`src/rtl/ddsm_ctrl_pkg.sv`:
```
// Shared types and constants for the MASH delta-sigma modulator sequencer.
package ddsm_ctrl_pkg;

    // Width of the modulator output word handed to the DUC.
    localparam int DUC_W = 6;

    // Controller states; the encoding is visible on state_o.
    typedef enum logic [2:0] {
        ST_IDLE   = 3'd0,
        ST_LOAD   = 3'd1,
        ST_WARMUP = 3'd2,
        ST_RUN    = 3'd3,
        ST_DRAIN  = 3'd4
    } state_t;

    // States in which the hold timer runs and samples are refilled.
    function automatic logic is_active(input state_t s);
        return (s == ST_WARMUP) || (s == ST_RUN);
    endfunction

    // States in which the modulator output is passed to the DUC.
    function automatic logic is_out_open(input state_t s);
        return (s == ST_RUN) || (s == ST_DRAIN);
    endfunction

endpackage

```
`src/rtl/ddsm_hold_timer.sv`:
```
// Sample hold timer: counts the clocks a sample sits on the modulator input
// and flags the refill slot plus a missed refill (underflow).
import ddsm_ctrl_pkg::*;

module ddsm_hold_timer #(
    parameter int HOLD_CYCLES = 8
) (
    input  logic clk,
    input  logic rst,
    input  logic i_load,      // first sample accepted, start a hold window
    input  logic i_enable,    // controller is in a refilling state
    input  logic i_run_req,   // upstream run request (en)
    input  logic i_valid,     // upstream sample valid
    output logic o_hold_done, // refill slot: hold window has expired
    output logic o_underflow  // refill slot missed while running
);

    localparam int CW = (HOLD_CYCLES > 1) ? $clog2(HOLD_CYCLES) : 1;
    localparam logic [CW-1:0] HOLD_RELOAD = CW'(HOLD_CYCLES - 1);

    logic [CW-1:0] r_hold_cnt;

    // Count down each active cycle; the window reloads whether or not the
    // slot was filled, so a missed sample costs exactly one window.
    always_ff @(posedge clk) begin
        if (rst) begin
            r_hold_cnt <= HOLD_RELOAD;
        end else if (i_load) begin
            r_hold_cnt <= HOLD_RELOAD;
        end else if (i_enable) begin
            if (r_hold_cnt == '0) begin
                r_hold_cnt <= HOLD_RELOAD;
            end else begin
                r_hold_cnt <= r_hold_cnt - CW'(1);
            end
        end
    end

    assign o_hold_done = i_enable && (r_hold_cnt == '0);
    // A slot with en low is not a miss: the controller is about to drain.
    assign o_underflow = o_hold_done && i_run_req && !i_valid;

endmodule

```
`src/rtl/ddsm_ctrl.sv`:
```
// Sequencing controller for the 3-stage MASH delta-sigma modulator.
// Handshake: a sample transfers on any rising edge where in_valid and
// in_ready are both high; in_ready is derived from registered state and en
// only, never from in_valid, and in_data must be stable while in_valid is high.
import ddsm_ctrl_pkg::*;

module ddsm_ctrl #(
    parameter int IN_WIDTH      = 13,
    parameter int HOLD_CYCLES   = 8,
    parameter int WARMUP_CYCLES = 4,
    parameter int UF_WIDTH      = 8
) (
    input  logic                clk,
    input  logic                rst,
    input  logic                en,
    input  logic                clr_stats,
    input  logic                in_valid,
    input  logic [IN_WIDTH-1:0] in_data,
    output logic                in_ready,
    output logic                ddsm_clr,
    output logic [IN_WIDTH-1:0] ddsm_data,
    input  logic [DUC_W-1:0]    ddsm_out,
    output logic                out_valid,
    output logic [DUC_W-1:0]    out_data,
    output logic [UF_WIDTH-1:0] underflow_cnt,
    output logic [2:0]          state_o
);

    localparam int WCW = (WARMUP_CYCLES > 1) ? $clog2(WARMUP_CYCLES) : 1;
    localparam logic [WCW-1:0] WARM_RELOAD = WCW'(WARMUP_CYCLES - 1);

    state_t              r_state;
    state_t              w_state_next;
    logic [WCW-1:0]      r_warm_cnt;
    logic [IN_WIDTH-1:0] r_ddsm_data;
    logic                r_out_valid;
    logic [DUC_W-1:0]    r_out_data;
    logic [UF_WIDTH-1:0] r_uf_cnt;

    logic w_in_ready;
    logic w_ddsm_clr;
    logic w_accept;
    logic w_hold_done;
    logic w_underflow;
    logic w_first_load;
    logic w_warm_zero;

    assign w_accept     = in_valid && w_in_ready;
    assign w_first_load = (r_state == ST_LOAD) && w_accept;
    assign w_warm_zero  = (r_warm_cnt == '0);

    ddsm_hold_timer #(
        .HOLD_CYCLES (HOLD_CYCLES)
    ) u_hold_timer (
        .clk         (clk),
        .rst         (rst),
        .i_load      (w_first_load),
        .i_enable    (is_active(r_state)),
        .i_run_req   (en),
        .i_valid     (in_valid),
        .o_hold_done (w_hold_done),
        .o_underflow (w_underflow)
    );

    // State register.
    always_ff @(posedge clk) begin
        if (rst) begin
            r_state <= ST_IDLE;
        end else begin
            r_state <= w_state_next;
        end
    end

    // Next-state logic; DRAIN ignores en so the modulator always settles.
    always_comb begin
        w_state_next = r_state;
        case (r_state)
            ST_IDLE:   if (en) w_state_next = ST_LOAD;
            ST_LOAD: begin
                if (w_accept)  w_state_next = ST_WARMUP;
                else if (!en)  w_state_next = ST_IDLE;
            end
            ST_WARMUP: begin
                if (!en)              w_state_next = ST_DRAIN;
                else if (w_warm_zero) w_state_next = ST_RUN;
            end
            ST_RUN:    if (!en) w_state_next = ST_DRAIN;
            ST_DRAIN:  if (w_warm_zero) w_state_next = ST_IDLE;
            default:   w_state_next = ST_IDLE;
        endcase
    end

    // State-decoded outputs: modulator clear and upstream ready.
    always_comb begin
        w_ddsm_clr = 1'b0;
        w_in_ready = 1'b0;
        case (r_state)
            ST_IDLE:   w_ddsm_clr = 1'b1;
            ST_LOAD: begin
                w_ddsm_clr = 1'b1;
                w_in_ready = 1'b1;
            end
            ST_WARMUP: w_in_ready = w_hold_done && en;
            ST_RUN:    w_in_ready = w_hold_done && en;
            default: begin
                w_ddsm_clr = 1'b0;
                w_in_ready = 1'b0;
            end
        endcase
    end

    // Shared warm-up / drain counter: both phases last WARMUP_CYCLES clocks.
    always_ff @(posedge clk) begin
        if (rst) begin
            r_warm_cnt <= '0;
        end else if (w_first_load) begin
            r_warm_cnt <= WARM_RELOAD;
        end else if (is_active(r_state) && !en) begin
            r_warm_cnt <= WARM_RELOAD;
        end else if (((r_state == ST_WARMUP) || (r_state == ST_DRAIN)) && !w_warm_zero) begin
            r_warm_cnt <= r_warm_cnt - WCW'(1);
        end
    end

    // Modulator input: capture on accept, hold on underflow, zero outside
    // WARMUP/RUN so the modulator drains toward zero.
    always_ff @(posedge clk) begin
        if (rst) begin
            r_ddsm_data <= '0;
        end else if (w_accept) begin
            r_ddsm_data <= in_data;
        end else if (!is_active(w_state_next)) begin
            r_ddsm_data <= '0;
        end
    end

    // Output gate, registered: masks warm-up garbage, passes RUN and DRAIN.
    always_ff @(posedge clk) begin
        if (rst) begin
            r_out_valid <= 1'b0;
            r_out_data  <= '0;
        end else begin
            r_out_valid <= is_out_open(r_state);
            r_out_data  <= is_out_open(r_state) ? ddsm_out : '0;
        end
    end

    // Saturating underflow counter; a clear in the same cycle wins.
    always_ff @(posedge clk) begin
        if (rst) begin
            r_uf_cnt <= '0;
        end else if (clr_stats) begin
            r_uf_cnt <= '0;
        end else if (w_underflow && !(&r_uf_cnt)) begin
            r_uf_cnt <= r_uf_cnt + UF_WIDTH'(1);
        end
    end

    assign in_ready      = w_in_ready;
    assign ddsm_clr      = w_ddsm_clr;
    assign ddsm_data     = r_ddsm_data;
    assign out_valid     = r_out_valid;
    assign out_data      = r_out_data;
    assign underflow_cnt = r_uf_cnt;
    assign state_o       = r_state;

endmodule

```
`config.mk`:
```
export PLATFORM = sky130hd
export DESIGN_NAME = ddsm_ctrl
export DESIGN_NICKNAME = d
export VERILOG_FILES = /design/src/rtl/ddsm_ctrl_pkg.sv /design/src/rtl/ddsm_hold_timer.sv /design/src/rtl/ddsm_ctrl.sv
export SDC_FILE = /design/constraint.sdc
export NUM_CORES = 1
export LEC_CHECK = 0
export ABC_CLOCK_PERIOD_IN_PS = 1800
export CAP_MARGIN = 5
export CORE_AREA = 3 3 48 94
export CTS_CLUSTER_DIAMETER = 200
export DETAILED_ROUTE_END_ITERATION = 6
export DIE_AREA = 0 0 51 97
export PLACE_DENSITY = 0.8
export REMOVE_ABC_BUFFERS = 1
export SYNTH_ARGS = -nofsm -noshare
export SYNTH_HDL_FRONTEND = slang
export SYNTH_SLANG_ARGS = --single-unit
```
`constraint.sdc`:
```
create_clock -name clk -period 1.8 [get_ports clk]
set_input_delay 0.54 -clock clk [delete_from_list [all_inputs] [get_ports clk]]
set_output_delay 0.54 -clock clk [all_outputs]
set_load 0.03 [all_outputs]
```
==> metrics.md, run 1 <==
| Metric | Value |
|---|---|
| Outcome | finished, violations left |
| Failing checks | setup timing |
| Skew final | approximately 0.0056 ns |
| Most common cell in the netlist | dfxtp_1 |
| Via count | roughly 1,400 |
| Post-synth top cells | dfxtp_1, a22o_1, nor2_1 |
| Setup violations, final | 1 |
| Multi-input gate area | ~750 µm² |
| Final period utilization | 101.1% |
| Cell count after synthesis | about 150 |
| Drt drc | 0 |
| Grt ovf | 0 |
| VDD IR max | approximately 0.00059 V |
| Slew @ Worst Pin | approximately 0.39 ns |
| Num CTS Buffers | 5 |
| Global-route wire length before repair | between 6 and 7 mm |
| Max cap viols | 0 |
| DRT iter0 DRCs | 15 |
| Post-synthesis async set-or-reset flop share | 0% |
| Arrival time worst endpoint | 1.28 ns |
| Ys flop type | dfxtp_1 |
| Slowest CP cell | dfxtp_2 |
| Cell area after synthesis | 0.001539 mm² |
| Largest fanout on the critical path | 3 |
| Final hold vios | 0 |
| RSZ-0062 raised after global routing | true |
| # rows | 32 |
| Core ar. | around 0.0039 mm² |
| Post-route ant nets | 0 |
| Register area | ~730 µm² |
| Fill cells | 365 |
| Critical path launch point type | flip-flop |
| CP Class | flip-flop to output port |
| Worst path cell trace | inv_2, ha_4, nand4b_1, a21oi_2, buf_6 |
| Die W | just over 50 µm |
| Slew margin rel. | approximately three quarters |
| Area Growth Syn to Fin | 54.55% |
| Routed len/inst | 13.42 µm |
| Synth top area share | between 40 and 50% |
| Critical Path Max Stage Delay | about 0.33 ns |
| Largest net degree at the start of global routing | 14 |
| Clock Tree Buf Depth | 2 |
| CTS Root Cell | clkbuf_8 |
| Pwr per Cell Area | roughly 670 mW/mm² |
| Syn Area/Cell | ~10 µm² |
| Highest clock rate | between 0.5 and 0.6 GHz |
| Antenna violations before repair | 0 |
| Port Buffer Count | 56 |
| Max-slew violation count | 0 |
| Die Ht | between 90 and 100 µm |
| GRT Util Overall | 16.71% |
| Post-Place Cell Area | approximately 0.0023 mm² |
| Clk_lat worst skew | roughly 0.28 ns |
| EDFF count, synth | 0 |
| Routed wire length | 3.770 mm |
| Yosys cell types | 45 |
| Final Instance Area | 0.002379 mm² |
| Yosys reg bits | 36 |
| Drt via density | 4.954 |
| YS warnings | 0 |
| Setup WS post-layout | -0.01984 ns |
| Final #Nets | 258 |
| Gpl congestion | 0.7929 |
| Reg clk slew, reported paths | roughly 0.070 ns |
| Initial core utilization | 39.63% |
| Hold Crit Class | flip-flop to flip-flop |
| Register area share after synthesis | 46.83% |
| Cell taking the most area after synthesis | dfxtp_1 |
| TritonRoute pass-1 iters | 4 |
| Critical path endpoint category | output port |
| Clock net sink count | 36 |
| Share of layout cells above drive strength 1 | roughly a fifth |
| Leak | between 1 and 1.5 nW |
| Antenna diodes | 0 |
| Min Tclk post-route | approximately 1.8 ns |
| Vias in the first global route | approximately 1,300 |
| TNS Setup | -0.01984 ns |
| DP Wirelength | about 3.0 mm |
| Largest cells by area after synthesis | dfxtp_1, a22o_1, ha_1, a21oi_1, buf_6 |
| Critical path required time | 1.26 ns |
| DIE AREA | roughly 0.0049 mm² |
| I/O pins | 57 |
| TritonCTS clock tree | done |
| H-tree Lvls | 2 |
area by class of cell:
class	count	area share, %
multi-input combinational	101	31.40
sequential	36	30.56
timing repair buffer	78	30.04
clock buffer	7	4.051
tap	51	2.683
inverter	8	1.262
metrics by stage:
| stage | util [%] | std cells | power [mW] | worst slack [ns] | hold slack [ns] |
|---|---|---|---|---|---|
| 4_1_cts | 60.18 | 280 | 1.625 | -0.1774 | 0.4764 |
| 3_3_place_gp | 58.15 | 273 | 1.023 | -0.5265 | 0.4492 |
| 2_1_floorplan | - | 145 | 0.9130 | -0.1261 | 0.4382 |
| 3_5_place_dp | 58.15 | 273 | 1.026 | -0.5754 | 0.4601 |
| 5_1_grt | 61.24 | 281 | 1.673 | -0.09256 | 0.4981 |
| 6_report | 61.24 | 281 | 1.603 | -0.01984 | 0.4725 |
routing by layer:
metal / vias up / part of all wire [%] / global-route usage, %
met5: - / 0 / 0
met1: 645 / 33 / 15.35
met2: 44 / 58 / 31.14
met4: 0 / 2.2 / 8.091
met3: 7 / 6.6 / 5.085
li1: 696 / - / -
power breakdown:
part | internal (mW) | total [mW] | switching (mW)
Sequential | 0.811 | 0.818 | 0.00718
Clock | 0.340 | 0.599 | 0.259
Combinational | 0.101 | 0.186 | 0.0851
what timing repair did:
item	CTS	global route
endpoints found under the hold margin	0	0
hold buffers	0	0
setup endpoints to repair	47	15
pin swaps	7	4
resized for setup	35	9
buffers inserted	0	2
flip-flops by register name (all words and copies together), names as in the netlist:
| register | count |
|---|---|
| underflow_cnt | 8 |
| u_hold_timer.r_hold_cnt | 3 |
| ddsm_data | 13 |
| state_o | 3 |
| r_warm_cnt | 2 |
| out_data | 6 |
| out_valid | 1 |
layout by cell type, fill, tap and decap left out, types with 7 or more instances in the layout:
cell and n:
clkbuf_8 7, nor2_1 11, a21oi_1 9, nand2_1 9
dfxtp_1 33, buf_4 22, clkdlybuf4s50_1 21, a22o_1 13
dlygate4sd2_1 30
path summary, 6_finish.rpt:
kind,startpoint,to,slack (ns),cells past startpoint
setup / recovery,u_hold_timer.r_hold_cnt[1]$_SDFFE_PP1N_,in_ready,-0.02,5
hold / removal,u_hold_timer.r_hold_cnt[0]$_SDFFE_PP1N_,u_hold_timer.r_hold_cnt[0]$_SDFFE_PP1N_,0.47,2
setup reg to reg,u_hold_timer.r_hold_cnt[1]$_SDFFE_PP1N_,ddsm_data[7]$_SDFFE_PP0P_,0.21,7
hold reg to reg,u_hold_timer.r_hold_cnt[0]$_SDFFE_PP1N_,u_hold_timer.r_hold_cnt[0]$_SDFFE_PP1N_,0.47,2
kinds of logic (layout without fill, tap and decap cells):
family                     count (synthesis)  after routing  share of synthesized area (%)
adders and majority gates                  4              4                          3.252
buffers and inverters                     16             93                          6.341
muxes                                      3              3                          2.033
AOI/OAI and AO/OA                         39             39                          17.97
DFF                                       36             36                          46.83
and+or+nand+nor                           53             53                          22.44
xor gates and xnor gates                   2              2                          1.138
worst max-delay path: cells and delay by family (launching register included):
kind	cells	cell delay, ns
adder cells (fa/ha/maj)	1	0.15
buffers and inverters	2	0.22
AO/OA/AOI/OAI	1	0.19
AND/OR/NAND/NOR	1	0.11
flip-flops	1	0.33
Power figures use the tool's default switching activity.
==> inputs of run 2 (changes only) <==
--- a/config.mk
+++ b/config.mk
@@ -6,7 +6,6 @@
 export NUM_CORES = 1
 export LEC_CHECK = 0
 export ABC_CLOCK_PERIOD_IN_PS = 1800
-export CAP_MARGIN = 5
 export CORE_AREA = 3 3 48 94
 export CTS_CLUSTER_DIAMETER = 200
 export DETAILED_ROUTE_END_ITERATION = 6
==> results of run 2 <==
No change in the layout: final DEF, timing and power equal those of run 1.
